### src/rtl/rv32_pkg.sv
// Shared RV32 definitions for the register-file write-side logic.
package rv32_pkg;
    localparam int XLEN       = 32;
    localparam int REG_ADDR_W = 5;

    typedef enum logic {
        WB_ALU = 1'b0,
        WB_LSU = 1'b1
    } wb_src_e;
endpackage

### src/rtl/reg_scoreboard.sv
// Per-register busy bits for outstanding loads, with two combinational lookups.
module reg_scoreboard #(
    parameter int NREGS = 32,
    parameter int AW    = $clog2(NREGS)
) (
    input  logic          clk,
    input  logic          arstn,
    input  logic          set_en,
    input  logic [AW-1:0] set_addr,
    input  logic          clr_en,
    input  logic [AW-1:0] clr_addr,
    input  logic [AW-1:0] read_addr1,
    input  logic [AW-1:0] read_addr2,
    output logic          busy1,
    output logic          busy2
);
    import rv32_pkg::*;

    logic [NREGS-1:0] busy;

    // A load issued on the same edge its predecessor returns keeps the register busy.
    always_ff @(posedge clk) begin
        if (!arstn) begin
            busy <= '0;
        end else begin
            busy[0] <= 1'b0;
            for (int i = 1; i < NREGS; i++) begin
                if (set_en && (set_addr == AW'(i))) begin
                    busy[i] <= 1'b1;
                end else if (clr_en && (clr_addr == AW'(i))) begin
                    busy[i] <= 1'b0;
                end
            end
        end
    end

    assign busy1 = busy[read_addr1];
    assign busy2 = busy[read_addr2];
endmodule

### src/rtl/regfile_writeback.sv
// Arbitrates ALU and LSU writebacks onto the single register-file write port,
// registers the write, and forwards it to the two read ports.
module regfile_writeback #(
    parameter int XLEN  = rv32_pkg::XLEN,
    parameter int NREGS = 32,
    parameter int AW    = $clog2(NREGS)
) (
    input  logic            clk,
    input  logic            arstn,
    input  logic            aluValid,
    output logic            aluReady,
    input  logic [AW-1:0]   aluAddr,
    input  logic [XLEN-1:0] aluData,
    input  logic            lsuValid,
    output logic            lsuReady,
    input  logic [AW-1:0]   lsuAddr,
    input  logic [XLEN-1:0] lsuData,
    input  logic            issueEn,
    input  logic [AW-1:0]   issueAddr,
    input  logic [AW-1:0]   readAddr1,
    input  logic [AW-1:0]   readAddr2,
    output logic            busy1,
    output logic            busy2,
    output logic            fwdHit1,
    output logic            fwdHit2,
    output logic [XLEN-1:0] fwdData,
    output logic            writeEn,
    output logic [AW-1:0]   writeAddr,
    output logic [XLEN-1:0] writeData
);
    import rv32_pkg::*;

    wb_src_e         last_grant;
    logic            alu_fire;
    logic            lsu_fire;
    logic            contention;
    logic            fire;
    logic [AW-1:0]   sel_addr;
    logic [XLEN-1:0] sel_data;

    // An idle source may see ready=1; it only matters when its valid is high.
    always_comb begin
        aluReady = !lsuValid || (last_grant == WB_LSU);
        lsuReady = !aluValid || (last_grant == WB_ALU);
    end

    always_comb begin
        alu_fire   = aluValid && aluReady;
        lsu_fire   = lsuValid && lsuReady;
        contention = aluValid && lsuValid;
        fire       = alu_fire || lsu_fire;
        sel_addr   = alu_fire ? aluAddr : lsuAddr;
        sel_data   = alu_fire ? aluData : lsuData;
    end

    always_ff @(posedge clk) begin
        if (!arstn) begin
            last_grant <= WB_LSU;
        end else if (contention) begin
            last_grant <= alu_fire ? WB_ALU : WB_LSU;
        end
    end

    // x0 writes complete the handshake but never reach the register file.
    always_ff @(posedge clk) begin
        if (!arstn) begin
            writeEn   <= 1'b0;
            writeAddr <= '0;
            writeData <= '0;
        end else begin
            writeEn <= fire && (sel_addr != '0);
            if (fire) begin
                writeAddr <= sel_addr;
                writeData <= sel_data;
            end
        end
    end

    reg_scoreboard #(
        .NREGS (NREGS),
        .AW    (AW)
    ) u_scoreboard (
        .clk        (clk),
        .arstn      (arstn),
        .set_en     (issueEn),
        .set_addr   (issueAddr),
        .clr_en     (lsu_fire),
        .clr_addr   (lsuAddr),
        .read_addr1 (readAddr1),
        .read_addr2 (readAddr2),
        .busy1      (busy1),
        .busy2      (busy2)
    );

    always_comb begin
        fwdData = writeData;
        fwdHit1 = writeEn && (writeAddr == readAddr1) && (writeAddr != '0);
        fwdHit2 = writeEn && (writeAddr == readAddr2) && (writeAddr != '0);
    end
endmodule
### config.mk
export PLATFORM = sky130hd
export DESIGN_NAME = regfile_writeback
export DESIGN_NICKNAME = d
export VERILOG_FILES = /design/src/rtl/rv32_pkg.sv /design/src/rtl/reg_scoreboard.sv /design/src/rtl/regfile_writeback.sv
export SDC_FILE = /design/constraint.sdc
export NUM_CORES = 1
export LEC_CHECK = 0
export CORE_UTILIZATION = 43
export CTS_CLUSTER_DIAMETER = 120
export DETAILED_ROUTE_END_ITERATION = 7
export GPL_ROUTABILITY_DRIVEN = 0
export PLACE_DENSITY = 0.81
export SKIP_CTS_REPAIR_TIMING = 1
export SLEW_MARGIN = 40
export SYNTH_ARGS = -nofsm -noshare
export SYNTH_HDL_FRONTEND = slang
export SYNTH_HIERARCHICAL = 1
export SYNTH_SLANG_ARGS = --single-unit
### constraint.sdc
create_clock -name clk -period 1.8 [get_ports clk]
set_clock_uncertainty 0.15 [all_clocks]
set_input_delay 0.27 -clock clk [delete_from_list [all_inputs] [get_ports clk]]
set_output_delay 0.27 -clock clk [all_outputs]
set_load 0.01 [all_outputs]
**Yosys cells after proc, flatten, opt, wreduce, memory -nomap -nowiden**

Cells that the tools add are included.

- Order comparisons: 2
- Bitwise logic cells: 1
- Eq/ne operators: 64
- Reductions and logical operators: 108
- Muxes and demuxes: 69

Operator list:

| operator | number |
|---|---|
| $eq 5x5->1 const B | 32 |
| $eq 5x4->1 const B | 16 |
| $logic_and 1x1->1 | 70 |
| $mux 1 | 65 |
| $reduce_bool 2->1 | 31 |
| $eq 5x3->1 const B | 8 |
| $mux 32 | 1 |
| $eq 5x2->1 const B | 4 |
| $lt 5x6->1 const B | 2 |
| $bmux 1 s5 | 2 |
| $eq 5x1->1 const B | 2 |
| $eq 5x5->1 | 2 |
| $reduce_bool 5->1 | 2 |
| $mux 5 | 1 |
| $logic_or 1x1->1 | 3 |
| $logic_not 1->1 | 2 |
| $not 1->1 | 1 |

- Word-level logic and storage cells: 280
- Register bits after elaboration: 71

**Logic depth before layout (Yosys ltp)**

- Word-level depth: 6
- Gate-level depth with buffers: 6
- Depth with buffers taken out: 5

**Hierarchy**

The synthesis kept the hierarchy.

Modules (own cells, without submodules):

| module | times used | cells an instance | area an instance (um^2) |
|---|---|---|---|
| regfile_writeback | 1 | 221 | 2058.2 |
| reg_scoreboard | 1 | 239 | 2006.9 |

**Worst setup path after synthesis**

OpenSTA, ideal clock, no wires.

- Path kind: input port to output port
- Start: in readAddr2[1]
- End: out busy2
- Stages on the path: 5
- Required time: 1.380 ns
- Data arrival time: 1.241 ns
- Path slack: 0.139 ns
- Cell sequence: buf_6 mux4_2 nand2b_1 o211ai_1 nand4_1

- Cells in the longest elaborated chain, start to end: 2

Ends and longest elaborated chain:

| what | RTL line | source |
|---|---|---|
| from (decl) | regfile_writeback.sv:21 | `input logic [AW-1:0] readAddr2,` |
| $bmux 1 s5 | reg_scoreboard.sv:38 | `assign busy2 = busy[read_addr2];` |
| $mux 1 (implied by the code) | reg_scoreboard.sv:38 |  |
| to (decl) | regfile_writeback.sv:23 | `output logic busy2,` |

No other way between the ends. The select of a mux whose other input is x is not followed.

**Final worst setup path**

- Start: reg u_scoreboard.busy[18]
- End: out busy2

- Cells in the longest elaborated chain, start to end: 2

Ends and longest elaborated chain:

| what | RTL line | source |
|---|---|---|
| from (decl) | reg_scoreboard.sv:19 | `logic [NREGS-1:0] busy;` |
| from (signal assigned) | reg_scoreboard.sv:24 | `busy <= '0;` |
| from (signal, indexed assignment) | reg_scoreboard.sv:29 | `busy[i] <= 1'b1;` |
| from (signal, indexed assignment) | reg_scoreboard.sv:31 | `busy[i] <= 1'b0;` |
| $bmux 1 s5 | reg_scoreboard.sv:38 |  |
| $mux 1 (implied by the code) | reg_scoreboard.sv:38 |  |

No other way between the ends. The select of a mux whose other input is x is not followed.

==> results.json <==
{
  "design_area_um2": 6260,
  "synth_nets": 554,
  "die-area_um2": 9850,
  "clk_path_buf_depth": 2,
  "fin_total_pwr_mw": 4.25,
  "core_area_um2": 9200,
  "grt_use_met3_pct": 5.76,
  "wl_per_cell_um": 17.3,
  "critical_path_peak_fanout": 3,
  "cts_root_buffer": "clkbuf_8",
  "critical-path-top-delay-family": "multiplexers",
  "synthFlopType": "dfxtp_1",
  "first_iter_violations": 236,
  "overflow": 0,
  "maxCapViolations": 0,
  "violations": "negative setup slack",
  "crit_slowest_cell": "mux4_1",
  "antenna_found_initial": 0,
  "cp-start-kind": "register",
  "fin_cells": 752,
  "outcome": "finished, violations left",
  "rsz0062_at_grt": "yes",
  "io_pins": 170,
  "p_leak_nw": 2.56,
  "yosys_warnings": 6,
  "antenna_left": 0,
  "maxSlewHeadroom_pct": 74.7,
  "drive_gt1_share_pct": 16.4,
  "hold_viol": 0,
  "start_util_pct": 44.2,
  "rr_worst_depth": 6,
  "fp.dieH_um": 99.2,
  "finalSetupViolCount": 4,
  "hpwl_um": 10300,
  "use_met1_pct": 27.1,
  "tightest_slew_ns": 0.379,
  "peakVddDrop_uv": 373,
  "ys_types": 46,
  "cp_num_buf_inv": 1,
  "fill_cells": 722,
  "placed_cells": 735,
  "drtPass1Iterations": 8,
  "via_per_inst": 5.46,
  "min_path_type": "reg -> reg",
  "clk_pin_slew_ns": 0.08,
  "p_per_area_nw_per_um2": 679,
  "setup_slack_ns": -0.393,
  "cts_tree": "built",
  "postSynthAreaPerCell_um2": 8.84,
  "critPathMaxStageDelay_ns": 0.51,
  "route.final.wire_length_um": 13000,
  "num_rows": 35,
  "cts_buffers": 9,
  "grt_pass1_vias": 3943,
  "grt_use_total_pct": 25.0,
  "period_share_pct": 122,
  "use_met2_pct": 46.2,
  "slew_violations": 0,
  "routed-via-count": 4103,
  "worstSetupPathType": "reg -> out",
  "syn_inst": 460,
  "nets": 730,
  "io_buffers": 169,
  "ys_ff_latch": 70,
  "area_delta_synth_final_pct": 53.9,
  "clk_latency_ns": 0.35,
  "die_x_um": 99.2,
  "grt_pass1_wl_um": 19300,
  "ys_seq_area_share_pct": 34.5,
  "grt_max_degree": 30,
  "htreeDepth": 3,
  "async_flop_share_pct": 0,
  "cp.arrival_ns": 1.77,
  "cp.depth": 4,
  "fin_util_pct": 68.0,
  "place_area_um2": 5920,
  "crit_chain": "mux4_1 > o2111ai_1 > nand4_1 > buf_2",
  "period_needed_ns": 2.19,
  "place_ws_ns": -0.968,
  "whs_ns": 0.316,
  "n_antenna_cell": 0,
  "gr-max-usage-layer": "met2",
  "drc": 0,
  "required_ns": 1.38,
  "endpoint_kind": "output port",
  "fin_tns_setup_ns": -1.21,
  "cts.sinks": 70,
  "synth-edff-count": 0,
  "min_path_cells": 2,
  "syn_area_um2": 4070,
  "clock.fmax_mhz": 456
}
[cell families (layout without fill, tap and decap cells)]
group / after synthesis / count (layout) / share of synthesized area [%]
buffers and inverters: 57 / 238 / 10.9
XOR/XNOR: 10 / 10 / 2.15
flip-flops: 70 / 70 / 34.5
multiplexers: 61 / 61 / 17.0
AND/OR/NAND/NOR: 140 / 140 / 17.4
AO/OA/AOI/OAI: 122 / 122 / 18.1
[routing by layer]
| metal | share of wire, % | vias to the layer above | routed length, um |
|---|---|---|---|
| met5 | 0 | - | 0 |
| met4 | 3.0 | 0 | 394 |
| met3 | 8.1 | 39 | 1050 |
| met2 | 51 | 211 | 6620 |
| met1 | 38 | 1902 | 4920 |
| li1 | - | 1951 | - |
[placed cells by master (no fill, tap or decap), types with 3 or more instances in the layout]
cell type	instances
nand2b_4	4
a22oi_1	4
dlymetal6s2s_1	13
and2b_1	3
buf_12	7
clkbuf_8	9
o21ai_0	38
mux4_2	5
nand4_1	3
a21oi_1	7
dfxtp_1	59
buf_2	3
clkdlybuf4s50_1	152
mux2i_1	53
nand3_1	20
buf_4	42
a21boi_0	31
nand2_1	67
xor2_1	4
nand2b_1	7
xnor2_1	6
nor2b_1	8
dfxtp_2	10
nor2_1	9
o21ai_1	30
[state kept, by name, summed over array words and instances, names as in the netlist]
name / cells
fwdData: 32
u_scoreboard/busy: 31
writeAddr: 5
last_grant: 1
writeEn: 1
[final timing paths]
| kind | from | to | slack (ns) |
|---|---|---|---|
| worst min register to register | fwdData[23] | fwdData[23] | 0.32 |
| worst max register to register | last_grant | u_scoreboard/busy[8] | 0.24 |
| worst min-delay path | fwdData[23] | fwdData[23] | 0.32 |
| worst max-delay path | u_scoreboard/busy[18] | busy2 | -0.39 |
[power breakdown]
part / internal (mW) / total [mW] / switching, mW
registers: 1.63 / 1.70 / 0.0681
clock network: 0.801 / 1.46 / 0.655
logic: 0.645 / 1.09 / 0.447
total: 3.08 / 4.25 / 1.17
[area by class of cell]
class,instances,area (um2),area share [%]
clock buffers,9,124,1.98
flip-flops and latches,70,1420,22.7
repair buffers,220,2180,34.9
inverters,2,7.51,0.120
multi-input cells,333,2280,36.5
well taps,111,139,2.22
clock inverters,7,105,1.68
[worst min-delay path: stages, from the launching register on]
cell and delay (ns):
dfxtp_1 0.32, nand2_1 0.05, o21ai_1 0.05
[cell usage after synthesis (3+ instances only)]
master    instances  area [um2]
nand3_1          20         100
a21boi_0         31         233
buf_12            3        60.1
buf_2             6        30.0
clkbuf_1          5        18.8
a22oi_1           4        30.0
nand2b_1         10        62.6
nor2_1            9        33.8
nand2_1          67         251
and2b_1           3        22.5
mux4_2            5         113
nor2b_1           8        50.1
o21ai_1          30         150
xnor2_1           6        52.6
nand4_1           3        18.8
dfxtp_1          70        1400
xor2_1            4        35.0
o21ai_0          39         195
buf_6             5        56.3
nor4_1            4        25.0
buf_4            36         270
a21oi_1           7        35.0
mux2i_1          54         541
No activity file was read; power rests on OpenSTA's default activity.
==> edit 1, RTL diff (config.mk and constraints unchanged) <==
The package constant `XLEN` goes from 32 to 48.
--- a/src/rtl/rv32_pkg.sv
+++ b/src/rtl/rv32_pkg.sv
@@ -1,6 +1,6 @@
 // Shared RV32 definitions for the register-file write-side logic.
 package rv32_pkg;
-    localparam int XLEN       = 32;
+    localparam int XLEN       = 48;
     localparam int REG_ADDR_W = 5;
 
     typedef enum logic {
Ports: changed (resized aluData, fwdData, lsuData and writeData); port bits go from 170 to 234. No check against the original RTL was run, so the function may have changed too.
==> edit 1 against the original RTL <==
- the flow still finishes with violations (negative setup slack)
- sequential power grew 24%
- final cell count is 21% higher
- cell area increased by 21%
- power up 16%
- count of clock-buffer cells in the layout is 1 higher
- sequential cell count grew 16
- synthesized area grew 18%
- worst setup slack got worse by 12 ps
- register-to-register slack got worse by 30 ps
- routed wire length grew 28%
- largest cell class is now non-clock buffers
- largest power group unchanged
- highest routed layer unchanged
==> edit 1: results (changes against the original RTL) <==
The tools report the number of nets in the finished design as 892 (was 730). The logs give 39 (was 30) for the pin count of the biggest net entering global routing and 0.281 (was 0.250) for the global routing usage summed across all routing layers. The number of fill cells in the layout is 855 (was 722), and the number of global-route vias before repair is 4681 (was 3943). The detailed-route wire length is 16.6 mm (was 13.0 mm). Most common library cells after synthesis: sky130_fd_sc_hd__dfxtp_1, sky130_fd_sc_hd__nand2_1, sky130_fd_sc_hd__mux2i_1 (unchanged). The share of cell area taken by muxes after synthesis is 0.177 (was 0.170), and the count of input and output buffers is 233 (was 169). Share of synthesized area occupied by flip-flops and latches: 0.359 (was 0.345).

The total of endpoints with negative setup slack in the final report was 5 (was 4). The run finished, with violations left. The post-placement setup slack is -812 ps (was -968 ps). Critical-path cell with the highest stage delay: sky130_fd_sc_hd__clkdlybuf4s50_1 (was sky130_fd_sc_hd__mux4_1). The tools report the net count after synthesis as 672 (was 554).

The smallest setup slack after layout came out at -405 ps (was -393 ps). Failing checks: negative setup slack (unchanged). The path depth of the worst reg2reg path works out to 5 (was 6). The largest fanout of any net on the critical path is 10 (was 3). The slew at the pin closest to its max-slew limit is 325 ps (was 379 ps), and the number of design-rule violations left by the first detailed-router iteration is 333 (was 236).

The logs give 318 ps (was 316 ps) for the worst hold slack and 210 ps (was 240 ps) for the register-to-register setup slack. For the maximum vdd drop, the log shows 0.396 mV (was 0.373 mV). The number of flip-flops in the largest register was 48 (was 32).
edit 1: cell count changes after synthesis, sizes merged:
| cell | change |
|---|---|
| clkbuf | +8 |
| dfxtp | +16 |
| o21ai | +16 |
| buf | +14 |
| nand2 | +16 |
| mux2i | +16 |
edit 1: report_power, final:
group | internal (mW) | switching (mW)
logic | 0.837 | 0.557
clock network | 0.702 | 0.734
registers | 2.01 | 0.0953
edit 1: kinds of logic (layout without fill, tap and decap cells):
family | count (synthesis) | in the layout
flops | 86 | 86
mux | 77 | 77
buf+inv | 79 | 304
xor+xnor | 10 | 10
compound gates | 138 | 138
simple gates | 156 | 156
edit 1: through the flow:
| step | util | cells | TNS, ps | cell area [um^2] |
|---|---|---|---|---|
| after global routing | 0.698 | 911 | -1650 | 7560 |
| after floorplan | - | 546 | 0 | 4790 |
| after CTS | 0.688 | 912 | -3680 | 7460 |
| after detailed placement | 0.668 | 896 | -11100 | 7240 |
| final | 0.698 | 911 | -1270 | 7560 |
| after global placement | 0.668 | 896 | -9180 | 7240 |
edit 1: layout make-up:
cell class	instances	area share
Sequential cell	86	0.230
Clock inverter	6	0.00992
Inverter	2	0.000992
Tap cell	140	0.0232
Multi-Input combinational cell	381	0.340
Timing Repair Buffer	286	0.378
Clock buffer	10	0.0182
edit 1: final timing paths:
kind                                   start                    end
worst max-delay path            readAddr2[2]                  busy2
worst min-delay path              fwdData[2]             fwdData[2]
worst max register to register    last_grant  u_scoreboard/busy[22]
worst min register to register    fwdData[2]             fwdData[2]
edit 1: per-layer routing:
metal / track usage / wire length [um] / vias to the layer above
met5: 0 / 0 / -
met1: 0.340 / 6540 / 2280
li1: - / - / 2317
met2: 0.499 / 8250 / 228
met3: 0.0502 / 1350 / 36
met4: 0.0959 / 469 / 0
==> edit 2, RTL diff (same settings) <==
Made on the original files. Make the reset (`arstn`) asynchronous in 3 clocked blocks.
--- a/src/rtl/reg_scoreboard.sv
+++ b/src/rtl/reg_scoreboard.sv
@@ -19,7 +19,7 @@
     logic [NREGS-1:0] busy;
 
     // A load issued on the same edge its predecessor returns keeps the register busy.
-    always_ff @(posedge clk) begin
+    always_ff @(posedge clk or negedge arstn) begin
         if (!arstn) begin
             busy <= '0;
         end else begin
--- a/src/rtl/regfile_writeback.sv
+++ b/src/rtl/regfile_writeback.sv
@@ -53,7 +53,7 @@
         sel_data   = alu_fire ? aluData : lsuData;
     end
 
-    always_ff @(posedge clk) begin
+    always_ff @(posedge clk or negedge arstn) begin
         if (!arstn) begin
             last_grant <= WB_LSU;
         end else if (contention) begin
@@ -62,7 +62,7 @@
     end
 
     // x0 writes complete the handshake but never reach the register file.
-    always_ff @(posedge clk) begin
+    always_ff @(posedge clk or negedge arstn) begin
         if (!arstn) begin
             writeEn   <= 1'b0;
             writeAddr <= '0;
Function: differs if arstn is asserted again (counterexample within 4 cycles, from zero or initial values and one cycle with arstn low); with arstn held inactive, the same outputs for 10 cycles.
==> edit 2 against the original RTL <==
- the run still ends with negative setup slack left
- routed wire length rose by 16%
- core utilization down 1.2 points
- count of clock-buffer cells in the layout grew 3
- die area grew 8.9%
- cell area increased by 5.4%
- register-to-register slack got worse by 160 ps
- via count is 10% higher
- critical path depth rose by 1
- synthesized area grew 9.1%
- final cell count is 3.7% higher
- sequential cell count is the same
- worst setup slack got worse by 65 ps
Power is not compared: it rests on default switching activity, and its combinational part moved more than twofold at a synthesized area within 25%.
==> edit 2: results (changes against the original RTL) <==
The flow ran to the end, but the final reports show violations. The data arrival at the endpoint of the critical path is 1840 ps (was 1770 ps), and the instance area after placement is 6280 um^2 (was 5920 um^2). For the number of antenna violations at the first check in global routing, the log shows 0 (unchanged).

Number of warnings printed during yosys synthesis: 6 (unchanged). Most used flip-flop cell after synthesis: sky130_fd_sc_hd__dfrtp_1 (was sky130_fd_sc_hd__dfxtp_1). The total of endpoints with negative setup slack in the final report came out at 4 (unchanged).

The cell at the root of the clock tree was sky130_fd_sc_hd__clkbuf_8 (unchanged). The final antenna diode count is 0 (unchanged), and the clock-pin slew reported for the worst setup and hold paths after clock tree synthesis is 70 ps. In this run the static leakage power is 2.81 nW. The proportion of register bits with asynchronous set or reset after synthesis is 1.00 (was 0).

Most common library cells after synthesis: sky130_fd_sc_hd__dfrtp_1, sky130_fd_sc_hd__o21ai_0, sky130_fd_sc_hd__mux2_2 (was sky130_fd_sc_hd__dfxtp_1, sky130_fd_sc_hd__nand2_1, sky130_fd_sc_hd__mux2i_1). The number of enable-type register cells in the synthesized netlist was 0 (unchanged). The count of H-tree levels built during CTS was 3 (unchanged). The number of flip-flops in the largest register works out to 32 (unchanged). For the share of synthesized area occupied by flip-flops and latches, the log shows 0.395 (was 0.345). The run gives 745 (was 722) as the number of fill cells in the layout. The net count after synthesis was 560 (was 554).

Failing checks: negative setup slack (unchanged). The pin count of the biggest net entering global routing was 71 (was 30); the largest fanout of any net on the critical path was 3 (unchanged). The post-detailed-route via-to-cell ratio is 5.79 (was 5.46).

For the number of design-rule violations left by the first detailed-router iteration, the log shows 469 (was 236). Synth top area cells: sky130_fd_sc_hd__dfrtp_1, sky130_fd_sc_hd__mux2_2, sky130_fd_sc_hd__o21ai_0, sky130_fd_sc_hd__buf_4, sky130_fd_sc_hd__o22ai_1 (was sky130_fd_sc_hd__dfxtp_1, sky130_fd_sc_hd__mux2i_1, sky130_fd_sc_hd__buf_4, sky130_fd_sc_hd__nand2_1, sky130_fd_sc_hd__a21boi_0). The count of input and output buffers is 169 (unchanged), and the detailed-routing iteration count for the pre-antenna-repair pass is 6 (was 8). The detailed-route wire length was 15.0 mm (was 13.0 mm); the number of distinct library cells after synthesis was 38 (was 46). The remaining max-slew budget at the tightest pin came out at 0.715 (was 0.747).

The run gives 0.273 (was 0.250) as the global routing usage summed across all routing layers. The logs give 340 ps for the clock latency at the later pin of the worst-skew pair and 4463 (was 3943) for the number of global-route vias before repair. Kind of path behind the tightest hold check: primary input to flop (was flop to flop).

The wire length of the first global-routing pass came out at 23.3 mm (was 19.3 mm). Number of buffers added by the clock tree synthesis step: 9 (unchanged). The run gives 736 (was 730) as the number of nets in the finished design. The smallest setup slack after layout was -458 ps (was -393 ps); the fraction of final layout cells with drive strength greater than 1 was 0.204 (was 0.164). IR analysis of the VDD net gives a maximum drop of 0.460 mV.

For the maximum clock insertion buffer count, the log shows 2 (unchanged). The HPWL after detailed placement came out at 11.1 mm (was 10.3 mm).
-- edit 2: cell types whose count changed after synthesis, sizes merged, moves of 7 or more --
cell    change
a21boi     -32
a31oi      +32
dfrtp      +69
dfxtp      -70
inv        +33
mux2       +38
mux2i      -37
nand2      -57
nor2       +10
o21ai       -7
o22ai      +37
-- edit 2: metrics by stage --
stage / utilization / TNS (ps) / instances / setup slack (ps) / hold WS (ps)
after floorplan: - / 0 / 466 / 9.92 / -176
after global placement: 0.637 / -10090 / 758 / -1010 / 176
after detailed placement: 0.637 / -11580 / 758 / -1030 / 181
after CTS: 0.657 / -4040 / 774 / -1040 / -193
after global routing: 0.668 / -1750 / 780 / -522 / 295
final: 0.668 / -1470 / 780 / -458 / 291
-- edit 2: where the power goes --
group          switching, mW  internal [mW]  leakage [nW]
clock                  0.595          0.710         0.106
combinational           1.23           1.61          1.89
sequential             0.454           2.00         0.814
-- edit 2: layout make-up --
| type | instances | share of cell area |
|---|---|---|
| clock buffer | 12 | 0.0235 |
| clock inverter | 4 | 0.00683 |
| inverter | 35 | 0.0199 |
| multi-input combinational | 303 | 0.332 |
| sequential | 70 | 0.267 |
| tap | 133 | 0.0252 |
| timing repair buffer | 223 | 0.326 |
-- edit 2: per-layer routing --
layer / track usage / share of wire / wire length (um)
met5: 0 / 0 / 0
met4: 0.107 / 0.030 / 445
met3: 0.0396 / 0.074 / 1110
met2: 0.452 / 0.48 / 7250
met1: 0.362 / 0.41 / 6210
-- edit 2: path summary, 6_finish.rpt --
check / start / end / slack (ps) / cells after the start
max in group asynchronous: arstn / last_grant / 820 / 3
worst min-delay path: aluValid / writeAddr[4] / 290 / 4
min in group asynchronous: arstn / u_scoreboard/busy[18] / 330 / 3
worst max-delay path: u_scoreboard/busy[16] / busy1 / -460 / 5
worst min register to register: u_scoreboard/busy[31] / u_scoreboard/busy[31] / 430 / 2
worst max register to register: last_grant / fwdData[23] / 80 / 4
-- edit 2: critical path, cell delays in order, from the launching register on --
cell	delay [ps]
sky130_fd_sc_hd__dfrtp_1	440
sky130_fd_sc_hd__mux4_2	460
sky130_fd_sc_hd__mux2_4	280
sky130_fd_sc_hd__nand3b_1	90
sky130_fd_sc_hd__nand4_1	80
sky130_fd_sc_hd__buf_2	150
-- edit 2: cells by family (layout without fill, tap and decap cells) --
logic type                count (synthesis)  in the layout  synth area share
DFF                                      70             70             0.395
AOI/OAI and AO/OA                       147            147             0.192
and+or+nand+nor                          83             83            0.0993
buffers and inverters                    93            274             0.121
muxes                                    62             62             0.170
xor gates and xnor gates                 11             11            0.0217
